[config.mk]
export PLATFORM = sky130hd
export DESIGN_NAME = alu_pipe_hs
export DESIGN_NICKNAME = d
export VERILOG_FILES = /design/src/rtl/alu_pipe_hs.sv
export SDC_FILE = /design/constraint.sdc
export NUM_CORES = 1
export LEC_CHECK = 0
export ABC_AREA = 1
export CAP_MARGIN = 10
export CORE_UTILIZATION = 25
export DETAILED_ROUTE_END_ITERATION = 12
export GPL_TIMING_DRIVEN = 1
export HOLD_SLACK_MARGIN = 0.1
export PLACE_DENSITY = 0.44
export SETUP_SLACK_MARGIN = 0.02
export SYNTH_ARGS = -nofsm -noshare
export SYNTH_HDL_FRONTEND = slang
export SYNTH_SLANG_ARGS = --single-unit
[constraint.sdc]
create_clock -name clk -period 1.6 [get_ports clk]
set_input_delay 0.16 -clock clk [delete_from_list [all_inputs] [get_ports clk]]
set_output_delay 0.16 -clock clk [all_outputs]
set_load 0.02 [all_outputs]
[src/rtl/alu_pipe_hs.sv]
`default_nettype none
// ============================================================================
// Module   : alu_pipe_hs
// Brief    : Parametrised elastic ALU pipeline with valid/ready on both sides,
//            carry/borrow and zero flags.
// Revision : 1.0 - initial release
// ============================================================================
module alu_pipe_hs #(
    parameter int WIDTH  = 8,
    parameter int STAGES = 3
) (
    input  logic             clk,
    input  logic             rst,
    input  logic             in_valid,
    output logic             in_ready,
    input  logic [2:0]       op,
    input  logic [WIDTH-1:0] a,
    input  logic [WIDTH-1:0] b,
    output logic             out_valid,
    input  logic             out_ready,
    output logic [WIDTH-1:0] result,
    output logic             carry,
    output logic             zero
);

    localparam logic [2:0] c_OP_ADD  = 3'b000;
    localparam logic [2:0] c_OP_SUB  = 3'b001;
    localparam logic [2:0] c_OP_AND  = 3'b010;
    localparam logic [2:0] c_OP_OR   = 3'b011;
    localparam logic [2:0] c_OP_XOR  = 3'b100;
    localparam logic [2:0] c_OP_PASS = 3'b101;
    localparam logic [2:0] c_OP_SHL  = 3'b110;

    logic [WIDTH:0]   w_sum;
    logic [WIDTH:0]   w_diff;
    logic [WIDTH-1:0] w_alu_res;
    logic             w_alu_cy;
    logic             w_alu_z;

    // Extra top bit of the difference is the unsigned borrow
    assign w_sum  = {1'b0, a} + {1'b0, b};
    assign w_diff = {1'b0, a} - {1'b0, b};

    always_comb begin
        w_alu_res = '0;
        w_alu_cy  = 1'b0;
        case (op)
            c_OP_ADD:  begin w_alu_res = w_sum[WIDTH-1:0];  w_alu_cy = w_sum[WIDTH];  end
            c_OP_SUB:  begin w_alu_res = w_diff[WIDTH-1:0]; w_alu_cy = w_diff[WIDTH]; end
            c_OP_AND:  w_alu_res = a & b;
            c_OP_OR:   w_alu_res = a | b;
            c_OP_XOR:  w_alu_res = a ^ b;
            c_OP_PASS: w_alu_res = a;
            c_OP_SHL:  begin w_alu_res = {a[WIDTH-2:0], 1'b0}; w_alu_cy = a[WIDTH-1]; end
            default:   ;
        endcase
    end

    assign w_alu_z = (w_alu_res == '0);

    logic [STAGES-1:0] v_q, v_d;
    logic [STAGES-1:0] cy_q, cy_d;
    logic [STAGES-1:0] z_q, z_d;
    logic [WIDTH-1:0]  res_q [STAGES];
    logic [WIDTH-1:0]  res_d [STAGES];

    logic [STAGES-1:0] w_up_v, w_up_cy, w_up_z;
    logic [WIDTH-1:0]  w_up_res [STAGES];
    logic [STAGES-1:0] w_load;

    assign w_up_v[0]   = in_valid;
    assign w_up_cy[0]  = w_alu_cy;
    assign w_up_z[0]   = w_alu_z;
    assign w_up_res[0] = w_alu_res;

    generate
        for (genvar gi = 1; gi < STAGES; gi++) begin : g_upstream
            assign w_up_v[gi]   = v_q[gi-1];
            assign w_up_cy[gi]  = cy_q[gi-1];
            assign w_up_z[gi]   = z_q[gi-1];
            assign w_up_res[gi] = res_q[gi-1];
        end
    endgenerate

    // Stage i can load unless it and every stage after it are full and the
    // consumer is stalling; flattened so no signal feeds back on itself.
    always_comb begin
        for (int i = 0; i < STAGES; i++) begin
            w_load[i] = out_ready;
            for (int j = i; j < STAGES; j++) begin
                if (!v_q[j]) begin
                    w_load[i] = 1'b1;
                end
            end
        end
    end

    always_comb begin
        v_d   = v_q;
        cy_d  = cy_q;
        z_d   = z_q;
        res_d = res_q;
        for (int i = 0; i < STAGES; i++) begin
            if (w_load[i]) begin
                v_d[i]   = w_up_v[i];
                cy_d[i]  = w_up_cy[i];
                z_d[i]   = w_up_z[i];
                res_d[i] = w_up_res[i];
            end
        end
    end

    always_ff @(posedge clk or posedge rst) begin
        if (rst) begin
            v_q   <= '0;
            cy_q  <= '0;
            z_q   <= '0;
            res_q <= '{default: '0};
        end else begin
            v_q   <= v_d;
            cy_q  <= cy_d;
            z_q   <= z_d;
            res_q <= res_d;
        end
    end

    assign in_ready  = w_load[0];
    assign out_valid = v_q[STAGES-1];
    assign result    = res_q[STAGES-1];
    assign carry     = cy_q[STAGES-1];
    assign zero      = z_q[STAGES-1];

endmodule
`default_nettype wire

==> results.json, run 1 <==
{
  "outcome": "finished clean",
  "setup-tns-final_ns": 0,
  "core_um2": 10500,
  "finClkSkew_ns": 0.00562,
  "synth_cell_types": 34,
  "initial_core_util": 0.262,
  "seq_area_frac_synth": 0.301,
  "setup_viol": 0,
  "multiInputGateArea_um2": 1740,
  "hold_slack_ns": 0.270,
  "path_class": "primary input to register",
  "drive_gt1_frac": 0.331,
  "ir_drop_v": 0.000787,
  "p_leak_nw": 1.99,
  "path_max_fanout": 3,
  "io_buffers": 34,
  "fillCellCount": 1199,
  "syn_inst": 390,
  "dp.final_hpwl_mm": 5.73,
  "drtIter0Drc": 115,
  "grt-ovfl-total": 0,
  "syn_area_per_cell_um2": 7.04,
  "grt_pass1_vias": 2705,
  "min_path_type": "primary input to asynchronous set/reset pin",
  "drv_cap": 0,
  "syn_area_um2": 2740,
  "fin_crit_sh": 0.924,
  "comb_power_share": 0.366,
  "clock_latency_ns": 0.28,
  "syn_nets": 440,
  "via_per_inst": 4.34,
  "pwr-share-seq": 0.339,
  "p_sw_frac": 0.312,
  "worstSetupStartpointType": "primary input",
  "cts_hold_buf": 0,
  "numCtsBuffers": 5,
  "fin_util": 0.378,
  "worst_slew_pin_slew_ns": 0.413,
  "seq_area_um2": 826,
  "max_clock_freq_ghz": 0.677,
  "cts_root_buf": "clkbuf_8",
  "arrival_ns": 1.70,
  "area_delta_synth_final_pct": 44.0,
  "gp_congestion": 0.854,
  "fin_total_pwr_mw": 3.09,
  "cp.required_ns": 1.82,
  "h-tree-depth": 2,
  "hold_viol_final": 0,
  "n_antenna_cell": 0,
  "vias": 2673,
  "grtUsageTotal": 0.135,
  "report.final.slew_viol_count": 0,
  "num_rows": 37,
  "post-route-min-period_ns": 1.48,
  "grt_first_pass_wirelength_mm": 12.3,
  "die_x_um": 107,
  "grt_max_degree": 34,
  "max-slew-margin-rel": 0.725,
  "die_h_um": 107,
  "crit_path_end_kind": "register",
  "rsz0062_at_grt": "true",
  "dr.pass1.iters": 5,
  "clk_pin_slew_worst_paths_ns": 0.07,
  "routed_wl_mm": 7.17,
  "power_switching_mw": 0.966,
  "routedWlPerCell_um": 11.6,
  "drtAntennaViolNets": 0,
  "grt_antenna_before_repair": 0,
  "nNetsFinal": 529,
  "cts_sinks": 33,
  "ys_ff_latch": 33,
  "die_area_um2": 11400,
  "tritoncts": "done",
  "ys_warn_count": 0,
  "clock_path_buffers": 2,
  "clock_power_share": 0.295,
  "io_pins": 35,
  "remaining_drc_errors": 0,
  "p_int_mw": 2.13,
  "powerDensity_nw_per_um2": 782
}
[final cells by class]
type,count,area share
multi-input combinational,278,0.440
timing repair buffer,102,0.217
sequential,33,0.209
inverter,59,0.0573
tap,136,0.0431
clock buffer,5,0.0174
clock inverter,3,0.0165
[state kept, by name, summed over array words and instances (netlist names)]
signal and cells:
v_q 3, z_q 3, res_q 16, result 8
cy_q 3
[worst max-delay path: stages]
cell and delay, ns:
buf_4 0.11, ha_4 0.13, inv_2 0.04, fa_2 0.51, nand3b_1 0.10, nand2_1 0.05
nor2_1 0.10, nand2_1 0.08, nor2_1 0.10, nand3_1 0.09, nor2_2 0.10, nand3_1 0.08
nand2_1 0.06
[power groups by stage]
stage,registers (mW),logic (mW),clock network (mW)
2_1_floorplan,1.06,0.633,0
3_3_place_gp,1.06,1.03,0
3_5_place_dp,1.07,1.03,0
4_1_cts,1.05,1.12,0.944
5_1_grt,1.07,1.27,0.987
6_report,1.05,1.13,0.913
[cells in the mapped netlist]
library cell	number	area share
clkbuf_1	2	0.0027
o22ai_1	4	0.0091
nand4_2	1	0.0046
buf_6	5	0.021
fa_1	2	0.015
buf_4	9	0.025
nor2_4	4	0.016
nand4_1	12	0.027
a21oi_1	10	0.018
o21a_1	1	0.0027
a21oi_2	1	0.0032
inv_1	55	0.075
nor3_1	2	0.0036
or2_2	3	0.0068
a21boi_1	1	0.0027
nor3_2	1	0.0036
o21ai_0	22	0.040
ha_1	25	0.11
inv_6	1	0.0032
dfrtp_1	33	0.30
nand2_1	112	0.15
nor2_2	2	0.0046
and2_1	1	0.0023
buf_2	4	0.0073
nand3_1	34	0.062
nand2_2	2	0.0046
o21ai_1	3	0.0055
inv_2	3	0.0041
nand3_2	2	0.0073
o311ai_0	1	0.0032
o21bai_1	1	0.0027
nor2_1	29	0.040
nand3b_1	1	0.0027
nand3_4	1	0.0064
[per-layer routing]
metal,GRT usage,up-vias,part of all wire
met5,0,-,0
li1,-,1400,-
met2,0.230,51,0.48
met4,0.0479,0,0.019
met3,0.0152,12,0.026
met1,0.175,1210,0.47
[worst paths after layout]
kind / depth (start not counted) / end / slack (ns) / from
max: 13 / z_q[0] / 0.12 / b[0]
min: 3 / cy_q[0] / 0.27 / rst
max reg2reg: 9 / res_q[18] / 0.30 / v_q[2]
min reg2reg: 2 / result[7] / 0.47 / result[7]
max in group asynchronous: 3 / result[4] / 1.03 / rst
min in group clk: 2 / result[7] / 0.47 / result[7]
[what timing repair did]
| action | CTS | global route |
|---|---|---|
| resized for setup | 80 | 26 |
| pin swaps | 24 | 16 |
| endpoints found under the setup margin | 10 | 9 |
| setup buffers | 7 | 0 |
[metrics by stage]
step / std cells / worst slack (ns) / cell area [um2]
2_1_floorplan: 390 / 0.0264 / 2740
4_1_cts: 616 / 0.00505 / 3900
5_1_grt: 616 / -0.0146 / 3950
3_5_place_dp: 601 / -0.683 / 3570
6_report: 616 / 0.122 / 3950
3_3_place_gp: 601 / -0.636 / 3570
[placed cells by master (no fill, tap or decap), types with 2 or more instances in the layout]
master / n
buf_6: 4
bufinv_16: 2
nand4_1: 12
nand3_1: 31
nor3_2: 2
or2_2: 3
o21ai_0: 22
nor2_1: 18
nor2_4: 6
buf_4: 65
fa_2: 2
ha_2: 4
nand2_2: 9
nand3_2: 5
dlygate4sd2_1: 10
a21oi_2: 4
a21oi_1: 6
clkbuf_8: 5
dfrtp_1: 33
dlymetal6s2s_1: 2
clkdlybuf4s50_1: 16
nor2_2: 11
clkdlybuf4s15_1: 2
o22ai_1: 4
inv_2: 22
o21ai_1: 3
inv_1: 36
clkbuf_2: 2
nand2_1: 105
ha_4: 7
ha_1: 14
[kinds of logic after synthesis]
logic type,count (synthesis),share of synthesized area
flops,33,0.301
buf+inv,79,0.138
compound gates,44,0.0876
simple gates,207,0.345
fa+ha+maj,27,0.129
Power figures use the tool's default switching activity.
==> inputs of run 2 (changes only) <==
--- a/config.mk
+++ b/config.mk
@@ -8,6 +8,7 @@
 export ABC_AREA = 1
 export CAP_MARGIN = 10
 export CORE_UTILIZATION = 25
+export CTS_CLUSTER_SIZE = 28
 export DETAILED_ROUTE_END_ITERATION = 12
 export GPL_TIMING_DRIVEN = 1
 export HOLD_SLACK_MARGIN = 0.1
==> results of run 2 <==
Final layout, timing and power as in run 1 (identical DEF).
